### src/rtl/fp_norm_pkg.sv
// fp_norm_pkg: shared FSM state and double-precision widths for the mantissa normalizer
package fp_norm_pkg;
   typedef enum logic [1:0] {IDLE, SHIFT, DONE} norm_state_e;
   localparam int DP_EXP_W  = 11;
   localparam int DP_MANT_W = 64;
   localparam int DP_CNT_W  = 7;
endpackage

### src/rtl/norm_shift_step.sv
// norm_shift_step: one normalization step decode (shift by 2, 1 or stop)
module norm_shift_step
   import fp_norm_pkg::*;
#(
   parameter int MANT_W = DP_MANT_W,
   parameter int EXP_W  = DP_EXP_W
) (
   input  logic [MANT_W-1:0] mant_i,
   input  logic [EXP_W-1:0]  exp_i,
   output logic [MANT_W-1:0] mant_o,
   output logic [EXP_W-1:0]  exp_o,
   output logic [1:0]        step_o,
   output logic              stop_o,
   output logic              zero_o,
   output logic              denorm_o
);
   logic msb, two, one;
   always_comb begin
      zero_o   = mant_i == '0;
      msb      = mant_i[MANT_W-1];
      two      = !zero_o && mant_i[MANT_W-1:MANT_W-2] == 2'b00 && exp_i > EXP_W'(2);
      one      = !zero_o && !msb && !two && exp_i > EXP_W'(1);
      stop_o   = !(two || one);
      denorm_o = !zero_o && !msb && stop_o;
      step_o   = two ? 2'd2 : one ? 2'd1 : 2'd0;
      mant_o   = two ? mant_i << 2 : one ? mant_i << 1 : mant_i;
      exp_o    = exp_i - EXP_W'(step_o);
   end
endmodule

### src/rtl/fp_mant_normalizer.sv
// fp_mant_normalizer: iterative post-normalization of a mantissa/exponent pair
// with valid/ready handshake, one operand in flight.
module fp_mant_normalizer
   import fp_norm_pkg::*;
#(
   parameter int MANT_W = DP_MANT_W,
   parameter int EXP_W  = DP_EXP_W,
   parameter int CNT_W  = DP_CNT_W
) (
   input  logic              clk,
   input  logic              rst,
   input  logic              in_valid,
   output logic              in_ready,
   input  logic              in_sign,
   input  logic [EXP_W-1:0]  in_exp,
   input  logic [MANT_W-1:0] in_mant,
   output logic              out_valid,
   input  logic              out_ready,
   output logic              out_sign,
   output logic [EXP_W-1:0]  out_exp,
   output logic [MANT_W-1:0] out_mant,
   output logic [CNT_W-1:0]  out_shift,
   output logic              out_denorm,
   output logic              out_zero
);
   norm_state_e       state_q;
   logic              sign_q, zero_q, denorm_q;
   logic [EXP_W-1:0]  exp_q, exp_d;
   logic [MANT_W-1:0] mant_q, mant_d;
   logic [CNT_W-1:0]  cnt_q;
   logic [1:0]        step_d;
   logic              stop_d, zero_d, denorm_d;

   norm_shift_step #(.MANT_W(MANT_W), .EXP_W(EXP_W)) u_step (
      .mant_i(mant_q), .exp_i(exp_q), .mant_o(mant_d), .exp_o(exp_d),
      .step_o(step_d), .stop_o(stop_d), .zero_o(zero_d), .denorm_o(denorm_d)
   );

   always_ff @(posedge clk or posedge rst) begin
      if (rst) begin
         state_q  <= IDLE;
         sign_q   <= 1'b0;
         exp_q    <= '0;
         mant_q   <= '0;
         cnt_q    <= '0;
         zero_q   <= 1'b0;
         denorm_q <= 1'b0;
      end else begin
         case (state_q)
            IDLE: if (in_valid) begin
               state_q  <= SHIFT;
               sign_q   <= in_sign;
               exp_q    <= in_exp;
               mant_q   <= in_mant;
               cnt_q    <= '0;
               zero_q   <= 1'b0;
               denorm_q <= 1'b0;
            end
            SHIFT: if (stop_d) begin
               state_q  <= DONE;
               zero_q   <= zero_d;
               denorm_q <= denorm_d;
            end else begin
               mant_q <= mant_d;
               exp_q  <= exp_d;
               cnt_q  <= cnt_q + CNT_W'(step_d);
            end
            DONE: if (out_ready) state_q <= IDLE;
            default: state_q <= IDLE;
         endcase
      end
   end

   assign in_ready   = state_q == IDLE;
   assign out_valid  = state_q == DONE;
   assign out_sign   = sign_q;
   assign out_exp    = (zero_q || denorm_q) ? '0 : exp_q;
   assign out_mant   = mant_q;
   assign out_shift  = cnt_q;
   assign out_denorm = denorm_q;
   assign out_zero   = zero_q;
endmodule

### config.mk
export PLATFORM = sky130hd
export DESIGN_NAME = fp_mant_normalizer
export DESIGN_NICKNAME = d
export VERILOG_FILES = /design/src/rtl/fp_norm_pkg.sv /design/src/rtl/norm_shift_step.sv /design/src/rtl/fp_mant_normalizer.sv
export SDC_FILE = /design/constraint.sdc
export NUM_CORES = 1
export LEC_CHECK = 0
export CAP_MARGIN = 0
export CORE_UTILIZATION = 50
export CTS_BUF_LIST = sky130_fd_sc_hd__clkbuf_16
export DETAILED_ROUTE_END_ITERATION = 7
export HOLD_SLACK_MARGIN = 0.08
export PLACE_DENSITY = 0.82
export SETUP_SLACK_MARGIN = 0.4
export SYNTH_ARGS = -nofsm -noshare
export SYNTH_HDL_FRONTEND = slang
export SYNTH_SLANG_ARGS = --single-unit
### constraint.sdc
create_clock -name clk -period 4.32 [get_ports clk]
set_input_delay 0.432 -clock clk [delete_from_list [all_inputs] [get_ports clk]]
set_output_delay 0.432 -clock clk [all_outputs]
set_load 0.05 [all_outputs]
==> impl_metrics.prom <==
# TYPE chip_impl_metric gauge
chip_impl_metric{name="yosysSeqAreaShare",unit="%"} 35.2
chip_impl_metric{name="remaining_drc_errors",unit=""} 0
chip_impl_info{name="worstHoldPathType",value="reg2reg"} 1
chip_impl_metric{name="drtPass1Iterations",unit=""} 7
chip_impl_info{name="rr_endpoint",value="exp_q[10]"} 1
chip_impl_metric{name="die_width",unit="um"} 113
chip_impl_metric{name="worstMarginPinSlew",unit="ns"} 1.13
chip_impl_metric{name="synth_largest_type_area_fraction",unit="%"} 35.2
chip_impl_metric{name="die_area",unit="um2"} 12800
chip_impl_metric{name="synth-edff-count",unit=""} 0
chip_impl_metric{name="globalRoute.totalOverflow",unit=""} 0
chip_impl_metric{name="setup-violations-final",unit=""} 0
chip_impl_metric{name="global_route.usage.total",unit="%"} 30.5
chip_impl_metric{name="synthToLayoutAreaGrowth",unit="%"} 32.1
chip_impl_metric{name="cts-buffers-inserted",unit=""} 9
chip_impl_metric{name="layout_cells_sized_above_1",unit="%"} 12.3
chip_impl_metric{name="dp_hpwl",unit="mm"} 13.0
chip_impl_metric{name="post-place-cells",unit=""} 959
chip_impl_metric{name="post_route_clock_period_utilization",unit="%"} 85.8
chip_impl_metric{name="fin_tns_setup",unit="ns"} 0
chip_impl_metric{name="max_freq",unit="MHz"} 270
chip_impl_metric{name="gpl.final_weighted_congestion",unit=""} 0.914
chip_impl_metric{name="dr.first_iter.drc_count",unit=""} 624
chip_impl_metric{name="slew_viol_final",unit=""} 0
chip_impl_info{name="critical_path_class",value="reg2reg"} 1
chip_impl_metric{name="post_cts_setup_buffer_count",unit=""} 0
chip_impl_metric{name="worstSkewPairLatency",unit="ns"} 0.35
chip_impl_metric{name="floorplan.io_pins",unit=""} 167
chip_impl_metric{name="cts-hold-fix-buffers",unit=""} 0
chip_impl_metric{name="holdWs",unit="ns"} 0.481
chip_impl_metric{name="syn_nets",unit=""} 779
chip_impl_metric{name="port-buffer-count",unit=""} 166
chip_impl_info{name="synth.largest_area_cell",value="dfrtp_1"} 1
chip_impl_info{name="clockRootBuffer",value="clkbuf_16"} 1
chip_impl_metric{name="antenna_violations_before_repair",unit=""} 0
chip_impl_info{name="r2r_start",value="out_mant[63]"} 1
chip_impl_metric{name="synth_cells",unit=""} 693
chip_impl_metric{name="antennaDiodeCount",unit=""} 0
chip_impl_metric{name="final-instance-count-excl-fill",unit=""} 975
chip_impl_metric{name="worst_r2r_path_depth",unit=""} 10
chip_impl_metric{name="cts_num_sinks",unit=""} 87
chip_impl_metric{name="maxCapViolations",unit=""} 0
chip_impl_metric{name="cp_data_required_time",unit="ns"} 4.55
chip_impl_metric{name="grt_pass1_wl",unit="mm"} 30.9
chip_impl_metric{name="drt.antenna.violating_nets",unit=""} 0
chip_impl_metric{name="endpoint_arrival_time_on_the_critical_path",unit="ns"} 3.94
chip_impl_metric{name="slowest_stage_delay_cp",unit="ns"} 0.54
chip_impl_metric{name="via_per_inst",unit=""} 6.46
chip_impl_metric{name="core_region_area",unit="um2"} 12000
chip_impl_metric{name="synth_cell_types",unit=""} 51
chip_impl_metric{name="post_synth_instance_area",unit="um2"} 6180
chip_impl_metric{name="critical_path.max_fanout",unit=""} 61
chip_impl_info{name="cts_tree",value="built"} 1
chip_impl_metric{name="cts.htree.levels",unit=""} 3
chip_impl_metric{name="hold-path-cell-count",unit=""} 2
chip_impl_info{name="most_used_flip_flop_cell_after_synthesis",value="dfrtp_1"} 1
chip_impl_metric{name="bufs_on_longest_clock_path",unit=""} 2
chip_impl_info{name="timing.critical_path.slowest_stage_cell",value="buf_4"} 1
chip_impl_metric{name="synth-warning-count",unit=""} 0
chip_impl_metric{name="synth_seq_cells",unit=""} 87
chip_impl_info{name="worstHoldEndpoint",value="out_sign"} 1
chip_impl_info{name="worstSetupStartpointType",value="flop"} 1
chip_impl_metric{name="grt_max_degree",unit=""} 84
chip_impl_metric{name="final.min_clock_period",unit="ns"} 3.71
chip_impl_metric{name="clock-skew-final",unit="ns"} 0.00932
chip_impl_metric{name="route.detailed.wl_per_inst",unit="um"} 19.9
chip_impl_metric{name="max-slew-margin-rel",unit="%"} 24.7
chip_impl_metric{name="vias",unit=""} 6301
chip_impl_metric{name="rows",unit=""} 40
chip_impl_metric{name="avgSynthCellArea",unit="um2"} 8.92
chip_impl_info{name="unrepaired_setup_endpoints_after_global_routing",value="no"} 1
chip_impl_info{name="outcome",value="completed"} 1
chip_impl_metric{name="synth_async_sr_flop_share",unit="%"} 100
chip_impl_info{name="crit_chain",value="nor2_1 > o31a_2 > buf_4 > nand2_1 > fa_1 > or4_1 > nor4_1 > xnor2_1 > o21ai_0 > mux2_4"} 1
chip_impl_metric{name="wl",unit="mm"} 19.4
chip_impl_metric{name="via_count_of_the_first_global_routing_pass",unit=""} 5923
chip_impl_metric{name="setup.reg_to_reg.worst_slack",unit="ns"} 0.61
chip_impl_info{name="worstSetupEndpointType",value="flop"} 1
chip_impl_info{name="synth_area_leaders",value="dfrtp_1 35%, mux2_4 15%, a211o_1 8.6%"} 1
chip_impl_metric{name="nets",unit=""} 909
chip_impl_metric{name="floorplan.initialDensity",unit="%"} 51.4
chip_impl_metric{name="cts_resized",unit=""} 0
chip_impl_metric{name="path_clk_slew",unit="ns"} 0.06
chip_impl_metric{name="finalHoldViolations",unit=""} 0
chip_impl_metric{name="die_height",unit="um"} 113
chip_impl_info{name="holdCritStartpoint",value="out_sign"} 1
==> worst max-delay path: cells and delay by family (launching register included) <==
family / cells / cell delay [ns]
xor gates and xnor gates: 1 / 0.15
and+or+nand+nor: 4 / 1.35
DFF: 1 / 0.42
AOI/OAI and AO/OA: 2 / 0.29
adders and majority gates: 1 / 0.53
muxes: 1 / 0.29
buffers and inverters: 1 / 0.54
==> cell families (layout without fill, tap and decap cells) <==
family	count (synthesis)	in the layout	synth area share, %
AOI/OAI and AO/OA	175	175	21.2
muxes	67	67	15.8
DFF	87	87	35.2
adders and majority gates	6	6	1.46
buffers and inverters	72	207	5.24
xor gates and xnor gates	1	1	0.142
and+or+nand+nor	285	285	20.9
==> layer usage <==
| layer | track usage, % | wire length [um] | share of wire (%) | vias to the layer above |
|---|---|---|---|---|
| li1 | - | - | - | 2860 |
| met1 | 41.2 | 8070 | 42 | 3053 |
| met2 | 48.3 | 8950 | 46 | 340 |
| met3 | 4.87 | 1730 | 8.9 | 48 |
| met4 | 13.9 | 625 | 3.2 | 0 |
| met5 | 0 | 0 | 0 | - |
==> stage by stage <==
| stage | area (um2) | setup WS, ns | utilization [%] |
|---|---|---|---|
| finish | 8160 | 0.615 | 67.9 |
| CTS | 8160 | 0.655 | 67.9 |
| global placement | 7870 | 0.742 | 65.5 |
| floorplan | 6180 | 0.623 | - |
| global route | 8160 | 0.403 | 67.9 |
| detailed placement | 7870 | 0.694 | 65.5 |
==> placed cells by master, fill, tap and decap left out, drive strengths merged, types with 5 or more instances in the layout <==
cell type,netlist,layout
inv,13,16
a211o,61,61
mux2,63,63
o221ai,7,7
buf,15,12
dfrtp,87,87
o211ai,5,5
a21oi,10,10
and2,11,11
nand2,23,23
o21ai,6,6
a31oi,66,66
clkdlybuf4s50,0,166
nor3,68,68
nor4,19,19
clkbuf,44,9
nor2,141,141
nand3,7,7
==> cell type report <==
cell class | count | area [um2]
clock inverter | 7 | 66.3
fill | 967 | 3850
clock buffer | 9 | 225
timing repair buffer | 178 | 1750
sequential | 87 | 2180
multi-input combinational | 534 | 3700
inverter | 13 | 52.6
tap | 147 | 184
==> cell usage after synthesis, types with 3 or more instances <==
cell / number
o311ai_0: 3
nand2_1: 23
o21ai_0: 6
mux2i_1: 4
nor4_1: 19
buf_1: 7
inv_1: 12
a31oi_1: 66
nand4_1: 4
and2_1: 10
o31a_1: 3
o221ai_1: 7
clkbuf_1: 44
a21oi_1: 9
nand3_1: 7
ha_1: 4
a211o_1: 61
o211ai_1: 5
nor2_1: 141
nor3_1: 68
buf_6: 7
mux2_4: 61
dfrtp_1: 87
==> state kept, by name, summed over array words and instances (netlist names) <==
| register | flops |
|---|---|
| out_mant | 64 |
| exp_q | 11 |
| out_shift | 7 |
| state_q | 2 |
| out_denorm | 1 |
| out_sign | 1 |
| out_zero | 1 |
==> how the worst max path moves through the flow <==
stage,start,end,slack [ns],cells after the start
after floorplan,out_mant[28],exp_q[10],0.62,15
after global placement,exp_q[3],exp_q[10],0.74,11
after detailed placement,out_mant[63],exp_q[10],0.69,10
after CTS,out_mant[63],exp_q[10],0.65,10
after global routing,out_mant[62],exp_q[10],0.40,10
final,out_mant[63],exp_q[10],0.61,10
Power is not shown: default switching activity piles up to over one toggle a cycle in this logic, so the estimate is an artifact.
==> edit (config.mk and constraints unchanged) <==
Set the package constant `DP_EXP_W` to 13 (it was 11).
--- a/src/rtl/fp_norm_pkg.sv
+++ b/src/rtl/fp_norm_pkg.sv
@@ -1,7 +1,7 @@
 // fp_norm_pkg: shared FSM state and double-precision widths for the mantissa normalizer
 package fp_norm_pkg;
    typedef enum logic [1:0] {IDLE, SHIFT, DONE} norm_state_e;
-   localparam int DP_EXP_W  = 11;
+   localparam int DP_EXP_W  = 13;
    localparam int DP_MANT_W = 64;
    localparam int DP_CNT_W  = 7;
 endpackage
Ports: changed (resized in_exp and out_exp); port bits go from 167 to 171. The function was not compared with the original's and may differ.
==> edit against the unedited design <==
Synthesized area is 5.6% lower. Die area is 5.5% lower. Largest cell class unchanged. Routed wire length is 6.0% higher. Setup slack worse by 0.044 ns. Cell area is 3.3% lower. Sequential cell count is 2 higher. Highest routed layer unchanged. Cell count is 4.0% lower.
==> edit: results (changes against the unedited design) <==
layout:
  fill_cells: 912  # was 967
  drive_gt1_frac: 0.05675  # was 0.1232
  nNonClkBuffers: 186  # was 178
  layout.nets: 877  # was 909
  nNonClkInverters: 10  # was 13
  register_area_um2: 2227  # was 2177 µm²
  multi_input_area_share: 0.4232  # was 0.4539
  fin_util: 0.6940  # was 0.6795
  multi_input_comb_cells: 493  # was 534
grt:
  track_usage: 0.3430  # was 0.3053
  use_met1: 0.4686  # was 0.4120
  use_met3: 0.05409  # was 0.04874
  grt_start_max_net_pins: 118  # was 84
  grt_pass1_wl_um: 32330  # was 30860 µm
timing:
  worst_pin_slew_ns: 1.284  # was 1.129 ns
synth:
  synthCells: 670  # was 693
  ys_types: 49  # was 51
  synth_compound_area_frac: 0.3112  # was 0.2124
  synth-seq-cells: 89  # was 87
  synth-xor-area-share: 0.001502  # was 0.001417
detailed_routing:
  m1WireLength_um: 8189  # was 8072 µm
  dr_wl_met2_um: 9707  # was 8950 µm
  num_vias: 6724  # was 6301
  drt_iter0_markers: 741  # was 624
worst_hold_path:
  hold_path.class: "input pin to async pin"  # was register to register
critical_path:
  slowest_stage: "or4_4"  # was buf_4
  critPathArrivalTime_ns: 3.98  # was 3.94 ns
  critPathMaxStageDelay_ns: 0.61  # was 0.54 ns
  crit_fanout: 63  # was 61
placement:
  hpwl_um: 12920  # was 13020 µm
status:
  outcome: "finished, final reports clean"  # unchanged
[edit: changes by cell type after synthesis, sizes merged, moves of 58 or more]
cell	delta
nor2	-60
a31oi	-66
o211ai	+63
nor3	-58
a211oi	+61
nor4	+63
a211o	-60
mux2	-61
o41ai	+62
[edit: timing repair]
| action | CTS | global route |
|---|---|---|
| endpoints found under the setup margin | 2 | 3 |
| buffers inserted | 1 | 0 |
| gates resized for setup | 2 | 7 |
| cloned | 0 | 0 |
| pin swaps | 1 | 0 |
[edit: final timing paths]
check | startpoint | to | slack (ns) | depth (start not counted)
setup / recovery | exp_q[1] | exp_q[12] | 0.57 | 11
hold / removal | rst | exp_q[10] | 0.41 | 2
setup reg to reg | exp_q[1] | exp_q[12] | 0.57 | 11
hold reg to reg | out_sign | out_sign | 0.49 | 2
max in group asynchronous | rst | out_mant[29] | 3.02 | 3
min in group clk | out_sign | out_sign | 0.49 | 2
